### src/rtl/lsu_pfu_gsdb_stride_det.sv
// rtl/lsu_pfu_gsdb_stride_det.sv - global stride detector for the LSU prefetch unit (option: PFU_GSDB_PAGE_CROSS_CHK_EN)
module lsu_pfu_gsdb_stride_det #(
  parameter int CONF_THRESH = 2,
  parameter int MISS_THRESH = 2
) (
  input  logic        forever_cpuclk,
  input  logic        cpurst_b,
  input  logic        cp0_lsu_icg_en,
  input  logic        pad_yy_icg_scan_en,
  input  logic        ld_da_pfu_act_vld,
  input  logic        ld_da_pfu_pf_inst_vld,
  input  logic [39:0] ld_da_pfu_va,
  input  logic        pfu_gpfb_vld,
  input  logic        pfu_pop_all_vld,
  output logic        pfu_gsdb_gpfb_create_vld,
  output logic [10:0] pfu_gsdb_stride,
  output logic        pfu_gsdb_stride_neg,
  output logic [6:0]  pfu_gsdb_strideh_6to0,
  output logic        pfu_gsdb_gpfb_pop_req
);

  typedef enum logic [1:0] {
    IDLE   = 2'd0,
    TRAIN  = 2'd1,
    ACTIVE = 2'd2
  } state_t;

  localparam logic [1:0] CONF_T = 2'(CONF_THRESH);
  localparam logic [1:0] MISS_T = 2'(MISS_THRESH);

  state_t      state_q, state_d;
  logic [39:0] last_va_q, last_va_d;
  logic [10:0] stride_q, stride_d;
  logic        stride_vld_q, stride_vld_d;
  logic [1:0]  conf_q, conf_d;
  logic [1:0]  miss_q, miss_d;
  logic        create_q, create_d;
  logic        pop_q, pop_d;
  logic        gpfb_vld_q;

  logic        access;
  logic [39:0] delta;
  logic        delta_vld;
  logic        delta_match;
  logic        evict;
  logic        create_pending;
  logic        learn_en;
  logic [1:0]  conf_inc;
  logic [1:0]  miss_inc;

  assign access = ld_da_pfu_act_vld & ld_da_pfu_pf_inst_vld;
  assign delta  = ld_da_pfu_va - last_va_q;

  // A delta is usable only if it fits the signed 11-bit stride range and is non-zero
`ifdef PFU_GSDB_PAGE_CROSS_CHK_EN
  assign delta_vld = ((&delta[39:10]) | ~(|delta[39:10])) & (|delta)
                   & (ld_da_pfu_va[39:12] == last_va_q[39:12]);
`else
  assign delta_vld = ((&delta[39:10]) | ~(|delta[39:10])) & (|delta);
`endif

  assign delta_match    = delta_vld & stride_vld_q & (delta[10:0] == stride_q);
  // The gpfb entry disappeared without us asking: detected on its falling edge
  assign evict          = (state_q == ACTIVE) & gpfb_vld_q & ~pfu_gpfb_vld;
  assign create_pending = (state_q == TRAIN) & (conf_q == CONF_T);
  assign conf_inc       = (conf_q >= CONF_T) ? conf_q : conf_q + 2'd1;
  assign miss_inc       = miss_q + 2'd1;

  // Learning registers only move on these events; scan or a disabled ICG keeps them always clocked
  assign learn_en = access | pfu_pop_all_vld | create_pending | evict
                  | ~cp0_lsu_icg_en | pad_yy_icg_scan_en;

  // Next-state and pulse decisions; pop_all overrides everything last
  always_comb begin
    state_d      = state_q;
    last_va_d    = last_va_q;
    stride_d     = stride_q;
    stride_vld_d = stride_vld_q;
    conf_d       = conf_q;
    miss_d       = miss_q;
    create_d     = 1'b0;
    pop_d        = 1'b0;

    if (access) begin
      last_va_d = ld_da_pfu_va;
    end

    case (state_q)
      IDLE: begin
        if (access) begin
          state_d = TRAIN;
        end
      end
      TRAIN: begin
        if (access) begin
          if (!delta_vld) begin
            stride_vld_d = 1'b0;
            conf_d       = 2'd0;
          end else if (delta_match) begin
            conf_d = conf_inc;
          end else begin
            stride_d     = delta[10:0];
            stride_vld_d = 1'b1;
            conf_d       = 2'd0;
          end
        end
        if (stride_vld_d && (conf_d == CONF_T) && !pfu_gpfb_vld) begin
          create_d = 1'b1;
          state_d  = ACTIVE;
          miss_d   = 2'd0;
        end
      end
      ACTIVE: begin
        if (evict) begin
          state_d      = TRAIN;
          stride_vld_d = 1'b1;
          conf_d       = 2'd0;
          miss_d       = 2'd0;
        end else if (access) begin
          if (delta_match) begin
            miss_d = 2'd0;
          end else if (miss_inc == MISS_T) begin
            pop_d        = 1'b1;
            state_d      = TRAIN;
            stride_vld_d = 1'b0;
            conf_d       = 2'd0;
            miss_d       = 2'd0;
          end else begin
            miss_d = miss_inc;
          end
        end
      end
      default: begin
        state_d = IDLE;
      end
    endcase

    if (pfu_pop_all_vld) begin
      state_d      = IDLE;
      last_va_d    = 40'd0;
      stride_d     = 11'd0;
      stride_vld_d = 1'b0;
      conf_d       = 2'd0;
      miss_d       = 2'd0;
      create_d     = 1'b0;
      pop_d        = 1'b0;
    end
  end

  // Always-clocked control: state, output pulses and the gpfb_vld edge sample
  always_ff @(posedge forever_cpuclk or negedge cpurst_b) begin
    if (!cpurst_b) begin
      state_q    <= IDLE;
      create_q   <= 1'b0;
      pop_q      <= 1'b0;
      gpfb_vld_q <= 1'b0;
    end else begin
      state_q    <= state_d;
      create_q   <= create_d;
      pop_q      <= pop_d;
      gpfb_vld_q <= pfu_gpfb_vld;
    end
  end

  // Gated learning registers
  always_ff @(posedge forever_cpuclk or negedge cpurst_b) begin
    if (!cpurst_b) begin
      last_va_q    <= 40'd0;
      stride_q     <= 11'd0;
      stride_vld_q <= 1'b0;
      conf_q       <= 2'd0;
      miss_q       <= 2'd0;
    end else if (learn_en) begin
      last_va_q    <= last_va_d;
      stride_q     <= stride_d;
      stride_vld_q <= stride_vld_d;
      conf_q       <= conf_d;
      miss_q       <= miss_d;
    end
  end

  assign pfu_gsdb_gpfb_create_vld = create_q;
  assign pfu_gsdb_gpfb_pop_req    = pop_q;
  assign pfu_gsdb_stride          = stride_q;
  assign pfu_gsdb_stride_neg      = stride_q[10];
  // Magnitude is 11-bit unsigned so -1024 maps to 0x400 without overflow
  assign pfu_gsdb_strideh_6to0    = 7'((stride_q[10] ? (11'd0 - stride_q) : stride_q) >> 4);

endmodule

### config.mk
export PLATFORM = sky130hd
export DESIGN_NAME = lsu_pfu_gsdb_stride_det
export DESIGN_NICKNAME = d
export VERILOG_FILES = /design/src/rtl/lsu_pfu_gsdb_stride_det.sv
export SDC_FILE = /design/constraint.sdc
export NUM_CORES = 1
export LEC_CHECK = 0
export BUFFER_PORTS_ARGS = -buffer_cell sky130_fd_sc_hd__buf_4
export CORE_MARGIN = 2
export CORE_UTILIZATION = 50
export CTS_CLUSTER_DIAMETER = 80
export DETAILED_ROUTE_END_ITERATION = 8
export MAX_ROUTING_LAYER = met4
export PLACE_DENSITY_LB_ADDON = 0.1
export SLEW_MARGIN = 20
export SYNTH_ARGS = -nofsm -noshare
export SYNTH_HDL_FRONTEND = slang
export SYNTH_SLANG_ARGS = --single-unit
### constraint.sdc
create_clock -name forever_cpuclk -period 3.5 [get_ports forever_cpuclk]
set_input_delay 0.525 -clock forever_cpuclk [delete_from_list [all_inputs] [get_ports forever_cpuclk]]
set_output_delay 0.525 -clock forever_cpuclk [all_outputs]
set_load 0.005 [all_outputs]
Word-level counts from Yosys, hierarchy flattened. Cells that the tools add are included.

$add $sub $neg: 4. Order comparisons: 1. Equality and inequality tests: 12. Mux-type cells: 53. Bitwise gates (word level): 16. Reduce and logical (&&, ||, !) cells: 16.

Operator list (number): $mux W40 (2); $mux W11 (6); $mux W2 (23); $reduce_or A40 Y1 (1); $sub A40 B40 Y40 (1); $reduce_and A30 Y1 (1); $reduce_or A30 Y1 (1); $mux W1 (18); $reduce_and A5 Y1 (3); $eq A11 B11 Y1 (1); $sub A1 B11 Y11 const A (1); $eq A2 B2 Y1 const B (4); $ne A4 B4 Y1 const B (2); $pmux W2 S2 (2); $and A1 B1 Y1 (7); $or A1 B1 Y1 (6); $pmux W2 S3 (1); $reduce_bool A2 Y1 (3); $add A2 B1 Y2 const B (2); $ne A4 B3 Y1 const B (1); $reduce_and A4 Y1 (1); $ne A3 B2 Y1 const B (1); $ne A3 B3 Y1 const B (1); $not A1 Y1 (3); 9 further kinds (10).

Register bits: 61. Bits of input ports: 48. Output and inout bits: 21. Logic and storage cells: 111.

Logic depth before layout (Yosys ltp).
Word-level depth: 17. Mapped depth: 16. Mapped depth without buffers: 15.

Worst setup path after synthesis. OpenSTA, ideal clock, no wires.

Kind: input to register. Start: input ld_da_pfu_va[0]. End: register stride_q[8] (netlist: pfu_gsdb_stride[8]). Library setup time: 121 ps. Arrival: 3830 ps. Data required time: 3379 ps. Path slack: -451 ps. Stages on the path: 16. Path buffers: 1. Path through: inv_1 -> ha_1 -> fa_1 -> nor2b_1 -> o31ai_2 -> a211oi_2 -> o21ai_1 -> a21oi_1 -> xor2_1 -> or4b_2 -> nor4_2 -> a22oi_2 -> nor4_1 -> nor2_1 -> buf_6 -> a22o_1.

Cells in the longest elaborated chain, start to end: 9. Elaborated cells between the ends (all ways): 18. Those cells by class: add/sub: 1; eq/ne: 2; mux: 5; bitwise: 5; reduce/logical: 5.

Ends and longest elaborated chain: from (decl) (line 12) `input logic [39:0] ld_da_pfu_va,`; $sub A40 B40 Y40 * (line 52) `assign delta = ld_da_pfu_va - last_va_q;`; $reduce_or A30 Y1 (line 59) `assign delta_vld = ((&delta[39:10]) | ~(|delta[39:10])) & (|delta);`; $not A1 Y1 (line 59); $or A1 B1 Y1 (line 59); $and A1 B1 Y1 (line 59); $and A1 B1 Y1 (2 in series) (line 62) `assign delta_match = delta_vld & stride_vld_q & (delta[10:0] == stride_q);`; $ne A2 B2 Y1 (no line); $reduce_and A5 Y1 (no line); to (signal assigned) (line 175) `stride_q <= stride_d;`; to (decl) (line 33) `logic [10:0] stride_q, stride_d;`.

Mark *: on every way between the ends. The rest lies on a longest branch, timed or not. The select of a mux whose other input is x is not followed. A chain may end at the register's enable or synchronous reset.

Worst setup path in the final report.
Start: register last_va_q[18]. End: register stride_q[8] (netlist: pfu_gsdb_stride[8]).

Cells in the longest elaborated chain, start to end: 9. Elaborated cells between the ends (all ways): 12. Those cells by class: add/sub: 1; eq/ne: 1; bitwise: 5; reduce/logical: 5.

Ends and longest elaborated chain: from (decl) (line 32) `logic [39:0] last_va_q, last_va_d;`; from (signal assigned) (line 174) `last_va_q <= last_va_d;`; $sub A40 B40 Y40 * (line 52); $reduce_or A30 Y1 (line 59); $not A1 Y1 (line 59); $or A1 B1 Y1 (line 59); $and A1 B1 Y1 * (line 59); $and A1 B1 Y1 (2 in series) (line 62); $ne A2 B2 Y1 (no line); $reduce_and A5 Y1 (no line) *.

Mark *: on every way between the ends. The rest lies on a longest branch, timed or not.

==> impl_metrics.toml <==
[cells_and_area]
fin_util_pct = 75.88
nFillCells = 934
finalNetCount = 1176
syn_to_final_growth_pct = 47.49
antennaDiodeCount = 0
drive_above_1_share_pct = 35.84
layout_common_cells = "273 x buf_4, 131 x nand2_1, 83 x a21oi_1"
final_common_cell = "buf_4"

[clock_tree]
cts_tree = "done"
ctsHoldBuffers = 0
insertion_delay_ps = 350
root_buffer = "clkbuf_16"
clkTransAtPathRegs_ps = 50
cts_max_level = 3
cts.sinks = 61
cts_max_path_buffers = 2
cts_buffers = 9

[route]
wl_mm = 22.58
wl_per_cell_um = 17.94
drtIter0Drc = 523
via_per_inst = 5.898
first_pass_iters = 8
route.detailed.drc = 2
ant_nets = 0
num_vias = 7426

[logic_synthesis]
synth_nets = 929
ys_seq_area_share_pct = 24.50
netlist_area_um2 = 6231
yosysWarningCount = 0
synthArstFlopShare_pct = 100.0
synth_cell_types = 76
synth-seq-cells = 61
syn_avg_cell_area_um2 = 7.427
synth_flop_cell = "dfrtp_1"
syn_inst = 839
synth_edf_count = 0

[sta]
rsz0062_at_grt = "yes"
slew_viol_final = 0
hold_ws_ps = 269.7
max_freq_mhz = 255.5
fin_skew_ps = 10.80
final_hold_viol_count = 0
setup_viol = 19
period_share_pct = 111.8
tightest_slew_ps = 901.7
max_slew_margin_pct = 39.89
fin_crit_ps = 3914
fin_ws_ps = -413.8

[placed_design]
dp_slack_ps = -824.3
gp_congestion = 1.033
hpwl_mm = 17.02
io_buffers = 68

[setup_path]
crit_buf_inv = 2
worstPathRequired_ps = 3730
path_cells = "inv_1 -> ha_1 -> nand4_1 -> nor2_2 -> o2111ai_2 -> nand3_1 -> a21o_1 -> mux2_2 -> or4b_4 -> nor4_4 -> a22oi_2 -> nor4_4 -> buf_4 -> nor2_4 -> a22o_1"
end_kind = "flop"
crit_top_cell = "nor4_4"
crit_path_top_delay_cell = "or4b_4"
cp-start-kind = "flop"
cp.arrival_ps = 4140
cp_top_family = "simple AND/OR/NAND/NOR gates"
cp_max_fo = 6
slowest_delay_ps = 540
critPathKind = "flop to flop"

[floorplanning]
pin_count = 69
dieWidth_um = 115.6
initial_core_util_pct = 51.45
dieArea_um2 = 13370
fp.dieH_um = 115.6
core_um2 = 12110
rows = 40

[power]
worst_ir_drop_vdd_mv = 0.2107
total_power_mw = 3.096
leakagePower_nw = 3.966
p_per_area_nw_per_um2 = 336.9

[global_routing]
grtUsageTotal_pct = 35.30
grt_max_degree = 62
antenna_found_initial = 0
grt_pass1_wl_mm = 36.15
grt_remaining_overflow = 0
grt_pass1_vias = 7582

[status]
outcome = "complete, but fails checks"
failed_checks = "design-rule violations, negative setup slack"

[min_path]
min_path_type = "input port to asynchronous set/reset pin"

[flow_run]
drv_cap = 0
[Yosys cell counts, types with 3 or more instances]
library cell / count / area share (%)
nand4_1: 26 / 2.6
dfrtp_1: 61 / 24
o21ai_1: 8 / 0.64
buf_4: 3 / 0.36
and3_1: 4 / 0.40
nand2_1: 135 / 8.1
xor2_1: 18 / 2.5
a211oi_1: 3 / 0.36
or3_1: 9 / 0.90
and4_1: 3 / 0.42
buf_2: 10 / 0.80
or4_1: 3 / 0.36
nor2_1: 46 / 2.8
a22o_1: 12 / 1.7
o21bai_1: 6 / 0.72
inv_1: 59 / 3.6
o211ai_1: 12 / 1.4
and2_1: 6 / 0.60
o21a_1: 13 / 1.6
nor4_1: 15 / 1.5
nor4_2: 3 / 0.60
or2_2: 3 / 0.30
a211oi_2: 4 / 0.80
o2111ai_1: 4 / 0.56
o21ai_0: 34 / 2.7
a21o_1: 13 / 1.6
ha_1: 41 / 8.2
o31ai_1: 3 / 0.36
nor3b_1: 4 / 0.48
nor4b_1: 3 / 0.42
buf_1: 3 / 0.18
a21oi_1: 96 / 7.7
nand2b_1: 10 / 1.0
xnor2_1: 32 / 4.5
nand3_1: 26 / 2.1
nor2b_1: 6 / 0.60
clkbuf_1: 22 / 1.3
nor3_1: 28 / 2.2
[report_power, final]
group	total (mW)	switching (mW)	internal, mW	leakage (nW)
Clock	1.02	0.354	0.663	0.156
Combinational	1.34	0.715	0.621	2.98
Sequential	0.742	0.0136	0.729	0.833
Total	3.10	1.08	2.01	3.97
[layout make-up]
class / count / area, um^2 / area share [%]
multi-input cells: 681 / 4836 / 52.62
repair buffers: 274 / 2061 / 22.42
flip-flops and latches: 61 / 1526 / 16.61
clock buffers: 13 / 260.3 / 2.832
inverters: 59 / 229.0 / 2.491
well taps: 168 / 210.2 / 2.287
clock inverters: 3 / 67.56 / 0.7352
[cell families after synthesis]
| group | Yosys count | share of synthesized area (%) |
|---|---|---|
| compound gates | 249 | 26.43 |
| flops | 61 | 24.50 |
| mux | 1 | 0.1807 |
| buf+inv | 98 | 6.406 |
| xor+xnor | 52 | 7.550 |
| simple gates | 336 | 26.39 |
| fa+ha+maj | 42 | 8.554 |
[what timing repair did]
item,4_1_cts,5_1_grt
cloned,2,0
pin swaps,15,9
setup endpoints to repair,20,20
gates resized for setup,86,15
buffers inserted,7,1
[metrics by stage]
stage                     setup TNS, ps  cell area [um^2]  cells
after floorplan                   -4610              6270    839
after global placement           -12560              8298   1233
after detailed placement         -14880              8298   1233
after CTS                         -4004              9117   1258
after global routing              -9278              9190   1259
final                             -6323              9190   1259
[worst paths after layout]
kind,start,end,slack [ps],depth (start not counted)
max in group asynchronous,cpurst_b,last_va_q[28]$_DFFE_PN0P_,2700,1
min in group forever_cpuclk,pfu_gpfb_vld,gpfb_vld_q$_DFF_PN0_,310,1
setup / recovery,last_va_q[18]$_DFFE_PN0P_,pfu_gsdb_stride[8]$_DFFE_PN0P_,-410,15
setup reg to reg,last_va_q[18]$_DFFE_PN0P_,pfu_gsdb_stride[8]$_DFFE_PN0P_,-410,15
hold / removal,cpurst_b,last_va_q[7]$_DFFE_PN0P_,270,1
hold reg to reg,miss_q[1]$_DFFE_PN0P_,miss_q[1]$_DFFE_PN0P_,520,2
[flip-flops by register name, summed over array words and instances (netlist names)]
name,count
conf_q,2
gpfb_vld_q,1
last_va_q,40
miss_q,2
pfu_gsdb_gpfb_create_vld,1
pfu_gsdb_gpfb_pop_req,1
pfu_gsdb_stride,11
state_q,2
stride_vld_q,1
[metal layers]
| layer | vias up | track usage, % | share of wire (%) |
|---|---|---|---|
| li1 | 3521 | - | - |
| met1 | 3539 | 39.62 | 41 |
| met2 | 291 | 62.07 | 51 |
| met3 | 75 | 4.236 | 4.3 |
| met4 | 0 | 17.38 | 3.9 |
| met5 | - | - | 0 |
(Power assumes the default switching activity.)
